--- config.mk ---
export PLATFORM = sky130hd
export DESIGN_NAME = decode_stage_pipe
export DESIGN_NICKNAME = d
export VERILOG_FILES = /design/src/rtl/decode_pkg.sv /design/src/rtl/decode_stage_pipe_regfile.sv /design/src/rtl/decode_stage_pipe.sv
export SDC_FILE = /design/constraint.sdc
export NUM_CORES = 2
export LEC_CHECK = 0
export BUFFER_PORTS_ARGS = -buffer_cell sky130_fd_sc_hd__clkbuf_2
export CAP_MARGIN = 20
export CORE_ASPECT_RATIO = 0.7
export CORE_MARGIN = 1.5
export CORE_UTILIZATION = 35
export CTS_CLUSTER_SIZE = 20
export DETAILED_ROUTE_END_ITERATION = 8
export HOLD_SLACK_MARGIN = 0.08
export PLACE_DENSITY_LB_ADDON = 0.05
export SYNTH_ARGS = -nofsm -noshare
export SYNTH_HDL_FRONTEND = slang
export SYNTH_HIERARCHICAL = 1
export SYNTH_SLANG_ARGS = --single-unit
--- constraint.sdc ---
create_clock -name i_clk -period 52 [get_ports i_clk]
set_input_delay 5.2 -clock i_clk [delete_from_list [all_inputs] [get_ports i_clk]]
set_output_delay 5.2 -clock i_clk [all_outputs]
set_load 0.005 [all_outputs]
--- src/rtl/decode_pkg.sv ---
// decode_pkg: RV32I decode constants, immediate formats and stage states.
package decode_pkg;
  localparam logic [6:0] OP     = 7'b0110011;
  localparam logic [6:0] OP_IMM = 7'b0010011;
  localparam logic [6:0] LOAD   = 7'b0000011;
  localparam logic [6:0] STORE  = 7'b0100011;
  localparam logic [6:0] BRANCH = 7'b1100011;
  localparam logic [6:0] JAL    = 7'b1101111;
  localparam logic [6:0] JALR   = 7'b1100111;
  localparam logic [6:0] LUI    = 7'b0110111;
  localparam logic [6:0] AUIPC  = 7'b0010111;
  localparam logic [2:0] F3_BEQ  = 3'b000;
  localparam logic [2:0] F3_BNE  = 3'b001;
  localparam logic [2:0] F3_BLT  = 3'b100;
  localparam logic [2:0] F3_BGE  = 3'b101;
  localparam logic [2:0] F3_BLTU = 3'b110;
  localparam logic [2:0] F3_BGEU = 3'b111;
  typedef enum logic [2:0] {IMM_I, IMM_S, IMM_B, IMM_U, IMM_J, IMM_NONE} imm_fmt_e;
  typedef enum logic {ST_RUN, ST_SQUASH} state_e;
  function automatic imm_fmt_e imm_fmt(input logic [6:0] op);
    return (op == OP_IMM || op == LOAD || op == JALR) ? IMM_I :
           (op == STORE)                              ? IMM_S :
           (op == BRANCH)                             ? IMM_B :
           (op == LUI || op == AUIPC)                 ? IMM_U :
           (op == JAL)                                ? IMM_J : IMM_NONE;
  endfunction
  // 32-bit signed immediate; callers sign-extend to XLEN with a size cast
  function automatic logic signed [31:0] imm32(input logic [31:0] inst);
    imm_fmt_e f;
    f = imm_fmt(inst[6:0]);
    return (f == IMM_I) ? {{20{inst[31]}}, inst[31:20]} :
           (f == IMM_S) ? {{20{inst[31]}}, inst[31:25], inst[11:7]} :
           (f == IMM_B) ? {{19{inst[31]}}, inst[31], inst[7], inst[30:25], inst[11:8], 1'b0} :
           (f == IMM_U) ? {inst[31:12], 12'b0} :
           (f == IMM_J) ? {{11{inst[31]}}, inst[31], inst[19:12], inst[20], inst[30:21], 1'b0} :
                          32'sd0;
  endfunction
endpackage

--- src/rtl/decode_stage_pipe_regfile.sv ---
// regfile_2r1w: two async read ports, one write port, x0 hardwired to zero.
// Optional same-cycle write-through forwarding under DECODE_WB_BYPASS_EN.
module regfile_2r1w #(
  parameter int XLEN    = 32,
  parameter int REG_NUM = 32,
  parameter int REG_W   = 5
) (
  input  logic             i_clk,
  input  logic             i_rst,
  input  logic             i_w_en,
  input  logic [REG_W-1:0] i_w_rd_num,
  input  logic [XLEN-1:0]  i_w_rd,
  input  logic [REG_W-1:0] i_rs_1_num,
  input  logic [REG_W-1:0] i_rs_2_num,
  output logic [XLEN-1:0]  o_rs_1,
  output logic [XLEN-1:0]  o_rs_2
);
  logic [XLEN-1:0] r_regs [REG_NUM];
  logic [XLEN-1:0] w_rd_1, w_rd_2;
  always_ff @(posedge i_clk or posedge i_rst)
    if (i_rst)
      for (int i = 0; i < REG_NUM; i++) r_regs[i] <= '0;
    else if (i_w_en && i_w_rd_num != '0 && 32'(i_w_rd_num) < REG_NUM)
      r_regs[i_w_rd_num] <= i_w_rd;
  assign w_rd_1 = (i_rs_1_num == '0 || 32'(i_rs_1_num) >= REG_NUM) ? '0 : r_regs[i_rs_1_num];
  assign w_rd_2 = (i_rs_2_num == '0 || 32'(i_rs_2_num) >= REG_NUM) ? '0 : r_regs[i_rs_2_num];
`ifdef DECODE_WB_BYPASS_EN
  assign o_rs_1 = (i_w_en && i_w_rd_num == i_rs_1_num && i_rs_1_num != '0) ? i_w_rd : w_rd_1;
  assign o_rs_2 = (i_w_en && i_w_rd_num == i_rs_2_num && i_rs_2_num != '0) ? i_w_rd : w_rd_2;
`else
  assign o_rs_1 = w_rd_1;
  assign o_rs_2 = w_rd_2;
`endif
endmodule

--- src/rtl/decode_stage_pipe.sv ---
// decode_stage_pipe: registered RV32I decode stage with regfile, load-use stall and branch squash.
// Build option DECODE_WB_BYPASS_EN enables writeback-to-read forwarding in the register file.
module decode_stage_pipe
  import decode_pkg::*;
#(
  parameter int XLEN    = 32,
  parameter int REG_NUM = 32,
  parameter int REG_W   = 5
) (
  input  logic             i_clk,
  input  logic             i_rst,
  input  logic             i_valid,
  input  logic [31:0]      i_inst,
  input  logic [XLEN-1:0]  i_pc,
  output logic             o_ready,
  input  logic             i_w_en,
  input  logic [REG_W-1:0] i_w_rd_num,
  input  logic [XLEN-1:0]  i_w_rd,
  input  logic             i_ex_ready,
  input  logic             i_ex_is_load,
  input  logic [REG_W-1:0] i_ex_rd_num,
  output logic             o_valid,
  output logic [XLEN-1:0]  o_rs_1,
  output logic [XLEN-1:0]  o_rs_2,
  output logic [REG_W-1:0] o_rd_num,
  output logic [6:0]       o_opcode,
  output logic [2:0]       o_func_3,
  output logic [6:0]       o_func_7,
  output logic [XLEN-1:0]  o_imm,
  output logic             o_b_taken,
  output logic [XLEN-1:0]  o_b_pc
);
  state_e r_state, w_state_nxt;
  logic [6:0] w_op;
  logic [2:0] w_f3;
  logic [REG_W-1:0] w_rs_1_num, w_rs_2_num;
  logic [XLEN-1:0] w_rs_1, w_rs_2, w_imm, w_b_pc;
  logic w_uses_rs_1, w_uses_rs_2, w_hazard, w_hold, w_fire;
  logic w_eq, w_lt, w_ltu, w_cond, w_taken;
  logic r_valid, r_b_taken;
  logic [XLEN-1:0] r_rs_1, r_rs_2, r_imm, r_b_pc;
  logic [REG_W-1:0] r_rd_num;
  logic [6:0] r_opcode, r_func_7;
  logic [2:0] r_func_3;
  assign w_op       = i_inst[6:0];
  assign w_f3       = i_inst[14:12];
  assign w_rs_1_num = REG_W'(i_inst[19:15]);
  assign w_rs_2_num = REG_W'(i_inst[24:20]);
  assign w_imm      = XLEN'(imm32(i_inst));
  regfile_2r1w #(.XLEN(XLEN), .REG_NUM(REG_NUM), .REG_W(REG_W)) u_rf (
    .i_clk(i_clk), .i_rst(i_rst), .i_w_en(i_w_en), .i_w_rd_num(i_w_rd_num), .i_w_rd(i_w_rd),
    .i_rs_1_num(w_rs_1_num), .i_rs_2_num(w_rs_2_num), .o_rs_1(w_rs_1), .o_rs_2(w_rs_2)
  );
  assign w_uses_rs_1 = w_op == OP || w_op == OP_IMM || w_op == LOAD || w_op == STORE ||
                       w_op == BRANCH || w_op == JALR;
  assign w_uses_rs_2 = w_op == OP || w_op == STORE || w_op == BRANCH;
  // a slot being squashed never stalls, so the hazard is only raised in RUN
  assign w_hazard = i_valid && r_state == ST_RUN && i_ex_is_load && i_ex_rd_num != '0 &&
                    ((w_uses_rs_1 && i_ex_rd_num == w_rs_1_num) ||
                     (w_uses_rs_2 && i_ex_rd_num == w_rs_2_num));
  assign w_hold  = r_valid && !i_ex_ready;
  assign o_ready = !i_rst && !w_hold && !w_hazard;
  assign w_fire  = i_valid && o_ready && r_state == ST_RUN;
  assign w_eq    = w_rs_1 == w_rs_2;
  assign w_lt    = $signed(w_rs_1) < $signed(w_rs_2);
  assign w_ltu   = w_rs_1 < w_rs_2;
  assign w_cond  = (w_f3 == F3_BEQ)  ? w_eq  :
                   (w_f3 == F3_BNE)  ? !w_eq :
                   (w_f3 == F3_BLT)  ? w_lt  :
                   (w_f3 == F3_BGE)  ? !w_lt :
                   (w_f3 == F3_BLTU) ? w_ltu :
                   (w_f3 == F3_BGEU) ? !w_ltu : 1'b0;
  assign w_taken = w_op == JAL || w_op == JALR || (w_op == BRANCH && w_cond);
  assign w_b_pc  = (w_op == JALR) ? ((w_rs_1 + w_imm) & ~XLEN'(1)) : i_pc + w_imm;
  always_ff @(posedge i_clk or posedge i_rst)
    if (i_rst) r_state <= ST_RUN;
    else       r_state <= w_state_nxt;
  always_comb begin
    w_state_nxt = r_state;
    if (w_fire && w_taken) w_state_nxt = ST_SQUASH;
    else if (r_state == ST_SQUASH && o_ready) w_state_nxt = ST_RUN;
  end
  always_ff @(posedge i_clk or posedge i_rst)
    if (i_rst) begin
      r_valid   <= 1'b0;
      r_rs_1    <= '0;
      r_rs_2    <= '0;
      r_imm     <= '0;
      r_rd_num  <= '0;
      r_opcode  <= '0;
      r_func_3  <= '0;
      r_func_7  <= '0;
      r_b_taken <= 1'b0;
      r_b_pc    <= '0;
    end else begin
      r_b_taken <= w_fire && w_taken;
      if (w_fire && w_taken) r_b_pc <= w_b_pc;
      if (!w_hold) begin
        r_valid  <= w_fire;
        r_rs_1   <= w_rs_1;
        r_rs_2   <= w_rs_2;
        r_imm    <= w_imm;
        r_rd_num <= REG_W'(i_inst[11:7]);
        r_opcode <= w_op;
        r_func_3 <= w_f3;
        r_func_7 <= i_inst[31:25];
      end
    end
  assign o_valid   = r_valid;
  assign o_rs_1    = r_rs_1;
  assign o_rs_2    = r_rs_2;
  assign o_imm     = r_imm;
  assign o_rd_num  = r_rd_num;
  assign o_opcode  = r_opcode;
  assign o_func_3  = r_func_3;
  assign o_func_7  = r_func_7;
  assign o_b_taken = r_b_taken;
  assign o_b_pc    = r_b_pc;
endmodule

==> report_table.html <==
<table>
<tr><th>Metric</th><th>Value</th></tr>
<tr><th colspan="2">Drt</th></tr>
<tr><td>Via count</td><td>45.0k</td></tr>
<tr><td>First-pass detailed-route iteration total</td><td>8</td></tr>
<tr><td>Post-detailed-route via-to-cell ratio</td><td>5.93</td></tr>
<tr><td>Post-detailed-routing wire length</td><td>258000 um</td></tr>
<tr><td>Remaining number of nets flagged by the antenna check after routing</td><td>0</td></tr>
<tr><td>Average detailed-routed wire length per instance</td><td>33.9 um</td></tr>
<tr><td>Drt first-iter violations</td><td>3746</td></tr>
<tr><td>Residual DRC</td><td>0</td></tr>
<tr><th colspan="2">Global route</th></tr>
<tr><td>Pin count of the biggest net entering global routing</td><td>160</td></tr>
<tr><td>First-pass GRT wire length</td><td>about 360000 um</td></tr>
<tr><td>Antenna violations before repair</td><td>15</td></tr>
<tr><td>Global route overflow</td><td>0</td></tr>
<tr><td>Total Routing Usage GR</td><td>0.270</td></tr>
<tr><td>Number of global-route vias before repair</td><td>44.8k</td></tr>
<tr><th colspan="2">Die</th></tr>
<tr><td>Die area</td><td>189000 um2</td></tr>
<tr><td>Total number of placement rows</td><td>132</td></tr>
<tr><td>Die X</td><td>slightly above 500 um</td></tr>
<tr><td>Starting density of the core</td><td>0.352</td></tr>
<tr><td>Standard cell core area</td><td>between 150000 and 200000 um2</td></tr>
<tr><td># IOs</td><td>265</td></tr>
<tr><td>Height of the chip</td><td>364 um</td></tr>
<tr><th colspan="2">Yosys</th></tr>
<tr><td>Synth async-reset ratio</td><td>1.00</td></tr>
<tr><td>Yosys cell types</td><td>84</td></tr>
<tr><td>Number of enable-type register cells in the synthesized netlist</td><td>0</td></tr>
<tr><td>Number of nets produced by synthesis</td><td>5150</td></tr>
<tr><td>Fraction of the yosys area taken by sequential cells</td><td>0.453</td></tr>
<tr><td>Post-synthesis sequential element count</td><td>1177</td></tr>
<tr><td>Synthesized area per cell</td><td>13.2 um2</td></tr>
<tr><td>Most frequently used flop master after synthesis</td><td>sky130_fd_sc_hd__dfrtp_1</td></tr>
<tr><td>Post-Synthesis Cells</td><td>4943</td></tr>
<tr><td>Yosys warnings</td><td>6</td></tr>
<tr><td>Cell area after synthesis</td><td>65100 um2</td></tr>
<tr><th colspan="2">Power</th></tr>
<tr><td>Leakage component of the power</td><td>0.0327 uW</td></tr>
<tr><td>PwrDens</td><td>37.9 nW/um2</td></tr>
<tr><td>Proportion of power drawn by flip-flops and latches</td><td>0.439</td></tr>
<tr><td>Switching share of power</td><td>0.294</td></tr>
<tr><td>Maximum ir drop on the vdd rail</td><td>0.0341 mV</td></tr>
<tr><td>Int Power</td><td>approximately 2000 uW</td></tr>
<tr><td>Final total power</td><td>2770 uW</td></tr>
<tr><td>Switching Power</td><td>812 uW</td></tr>
<tr><td>Power share of the combinational group</td><td>0.208</td></tr>
<tr><td>Clk pwr share</td><td>0.352</td></tr>
<tr><th colspan="2">Clocking</th></tr>
<tr><td>Clock tree from TritonCTS</td><td>yes</td></tr>
<tr><td>Number of H-tree levels</td><td>4</td></tr>
<tr><td>Post-CTS setup buffer count</td><td>0</td></tr>
<tr><td>Post-CTS clock slew at the launch and capture registers of the worst setup and hold paths</td><td>60 ps</td></tr>
<tr><td>Number of buffers between clock root and the deepest sink</td><td>3</td></tr>
<tr><td>Post-cts repair resize count</td><td>0</td></tr>
<tr><td>Number of buffers created by CTS</td><td>roughly 140</td></tr>
<tr><td>Hold-fix buffer count after cts</td><td>0</td></tr>
<tr><td>Clock network latency to the later pin of the worst-skew pair</td><td>790 ps</td></tr>
<tr><td>Clock sink total</td><td>1177</td></tr>
<tr><td>Clock root buffer</td><td>sky130_fd_sc_hd__clkbuf_16</td></tr>
<tr><th colspan="2">Worst setup path</th></tr>
<tr><td>Sort of element at the start of the critical path</td><td>input port</td></tr>
<tr><td>Category of the worst setup path capture point</td><td>register</td></tr>
<tr><td>Required arrival time at the worst endpoint</td><td>approximately 53000 ps</td></tr>
<tr><td>Peak fanout along the critical path</td><td>60</td></tr>
<tr><td>Worst setup path category</td><td>in2reg</td></tr>
<tr><td>Critical path data arrival time</td><td>12720 ps</td></tr>
<tr><th colspan="2">Final layout</th></tr>
<tr><td>Sequential cell area</td><td>about 30000 um2</td></tr>
<tr><td>Area taken by multi-input logic gates</td><td>33400 um2</td></tr>
<tr><td>Summed area of non-filler cells in the final layout</td><td>73100 um2</td></tr>
<tr><td>Area Overhead vs Synth</td><td>12.3%</td></tr>
<tr><td>Number of standard cells in the final layout excluding fillers</td><td>about 7.6k</td></tr>
<tr><td>Nets@finish</td><td>5213</td></tr>
<tr><td>Share of post-route cells with drive strength above 1</td><td>0.415</td></tr>
<tr><td>Filler Cells Inserted</td><td>17.5k</td></tr>
<tr><th colspan="2">Place</th></tr>
<tr><td>IO buf count</td><td>roughly 260</td></tr>
<tr><td>Post-detailed-placement cell area</td><td>68600 um2</td></tr>
<tr><td>Final GP Congestion</td><td>0.862</td></tr>
<tr><td>Inst Count DP</td><td>7346</td></tr>
<tr><td>HPWL after detailed placement</td><td>between 150000 and 200000 um</td></tr>
<tr><th colspan="2">Timing</th></tr>
<tr><td>Worst relative slew slack</td><td>0.222</td></tr>
<tr><td>Hold violation total from the final report</td><td>0</td></tr>
<tr><td>Final period demand of the worst path</td><td>12050 ps</td></tr>
<tr><td>Unrepaired setup endpoints after global routing</td><td>false</td></tr>
<tr><td>TNS Setup</td><td>0 ps</td></tr>
<tr><td>Ratio of final minimum period to clock period</td><td>0.232</td></tr>
<tr><td>Layout Skew</td><td>a little under 20 ps</td></tr>
<tr><td>Max-slew violation count</td><td>0</td></tr>
<tr><td>Timing-limited maximum frequency</td><td>83.0 MHz</td></tr>
<tr><td>Transition time of the tightest slew-check pin</td><td>1170 ps</td></tr>
<tr><td>Setup violations, final</td><td>0</td></tr>
<tr><th colspan="2">Flow run</th></tr>
<tr><td>Max-cap violation count</td><td>0</td></tr>
<tr><th colspan="2">Outcome</th></tr>
<tr><td>Result of the run</td><td>finished, final reports clean</td></tr>
<tr><th colspan="2">Min path</th></tr>
<tr><td>Path class of the lowest-slack min-delay path</td><td>reg2reg</td></tr>
</table>
-- placed cells by master, fill, tap and decap left out, types with 94 or more instances in the layout --
master	n
sky130_fd_sc_hd__mux4_2	388
sky130_fd_sc_hd__o21ai_0	94
sky130_fd_sc_hd__mux2i_1	271
sky130_fd_sc_hd__clkbuf_16	141
sky130_fd_sc_hd__mux2_2	1048
sky130_fd_sc_hd__buf_4	133
sky130_fd_sc_hd__a21oi_1	135
sky130_fd_sc_hd__clkbuf_2	256
sky130_fd_sc_hd__dfrtp_1	1177
sky130_fd_sc_hd__nand2_1	307
sky130_fd_sc_hd__nor2_1	95
-- routing by layer --
layer / track usage / part of all wire / up-vias
li1: - / - / 18840
met1: 0.405 / 0.48 / 24475
met2: 0.407 / 0.44 / 1412
met3: 0.0442 / 0.054 / 297
met4: 0.0625 / 0.022 / 0
met5: 0 / 0 / -
-- power by group through the flow --
stage               registers [uW]  logic [uW]  clock network (uW)
floorplan                     1180         422                   0
global placement              1230         570                   0
detailed placement            1220         576                   0
CTS                           1210         578                 999
global route                  1240         619                1040
finish                        1210         576                 975
-- metrics by stage --
| stage | util | hold slack (ps) | worst slack [ps] |
|---|---|---|---|
| finish | 0.395 | 396 | 39950 |
| global route | 0.395 | 409 | 39690 |
| floorplan | - | 438 | 17980 |
| detailed placement | 0.371 | 385 | 39140 |
| global placement | 0.371 | 388 | 39150 |
| CTS | 0.395 | 397 | 39990 |
-- cell type report --
cell class	count	share of cell area
tap	2479	0.0424
inverter	59	0.00320
timing repair buffer	401	0.0336
clock buffer	204	0.0558
sequential	1177	0.403
clock inverter	33	0.00447
antenna	5	0.000171
multi-input combinational	3232	0.457
-- flip-flops by register name, indices dropped and copies added, names as in the netlist --
register and flops:
u_rf/r_regs 1024, o_func_7 7, o_imm 32, o_rs_2 32
o_b_taken 1, o_b_pc 32, o_func_3 3, r_state 1
o_rs_1 32, o_rd_num 5, o_opcode 7, o_valid 1
-- cells in the mapped netlist (all sizes together), types with 9 or more instances --
cell	count	area [um2]
o21ai	97	485
and2	28	175
a211oi	51	393
nor2	114	430
nor4	19	119
buf	203	1320
o221ai	23	201
a22o	46	403
inv	58	218
mux2	1049	11800
clkbuf	268	1010
a22oi	77	578
xnor2	35	307
o32ai	15	131
xor2	28	245
mux4	399	9030
a21o	28	210
dfrtp	1177	29500
and3	9	56.3
a21oi	135	676
o211ai	11	82.6
o21a	12	90.1
o22ai	42	263
nand2	323	1210
nor3	49	245
mux2i	271	2710
nand4	12	75.1
nand3	33	165
a31oi	40	250
ha	93	1160
a2111oi	35	327
a311oi	11	103
nand2b	12	75.1
nor2b	50	313
-- path summary, 6_finish.rpt --
| check | cells after the start | to | start | slack, ps |
|---|---|---|---|---|
| setup / recovery | 19 | o_b_pc[29] | i_inst[22] | 39950 |
| hold / removal | 0 | u_rf/r_regs[1012] | u_rf/r_regs[1012] | 400 |
| min in group asynchronous | 2 | o_opcode[0] | i_rst | 4530 |
| setup reg to reg | 14 | o_b_pc[29] | u_rf/r_regs[604] | 46300 |
| max in group asynchronous | 5 | u_rf/r_regs[395] | i_rst | 44090 |
| hold reg to reg | 0 | u_rf/r_regs[1012] | u_rf/r_regs[1012] | 400 |
-- logic make-up (layout without fill, tap and decap cells) --
group | count (synthesis) | in the layout | share of synthesized area
multiplexers | 1719 | 1719 | 0.362
flip-flops | 1177 | 1177 | 0.453
AND/OR/NAND/NOR | 691 | 691 | 0.0491
AO/OA/AOI/OAI | 664 | 664 | 0.0698
buffers and inverters | 534 | 697 | 0.0398
adder cells (fa/ha/maj) | 95 | 95 | 0.0185
XOR/XNOR | 63 | 63 | 0.00848
other | 0 | 5 | 0
-- worst max-delay path: stages --
cell and delay (ps):
sky130_fd_sc_hd__buf_8 480, sky130_fd_sc_hd__buf_4 670, sky130_fd_sc_hd__buf_4 730, sky130_fd_sc_hd__buf_4 750, sky130_fd_sc_hd__mux4_2 350, sky130_fd_sc_hd__nor2b_1 130
sky130_fd_sc_hd__o32ai_1 140, sky130_fd_sc_hd__nor4_2 690, sky130_fd_sc_hd__inv_1 170, sky130_fd_sc_hd__ha_1 340, sky130_fd_sc_hd__nand4_1 100, sky130_fd_sc_hd__nor3_1 380
sky130_fd_sc_hd__o221ai_1 330, sky130_fd_sc_hd__a221o_1 360, sky130_fd_sc_hd__o211ai_1 90, sky130_fd_sc_hd__a31oi_1 190, sky130_fd_sc_hd__a2111oi_4 320, sky130_fd_sc_hd__buf_4 600
sky130_fd_sc_hd__mux2_2 400
Note: power is estimated with default switching activity, not from simulation.
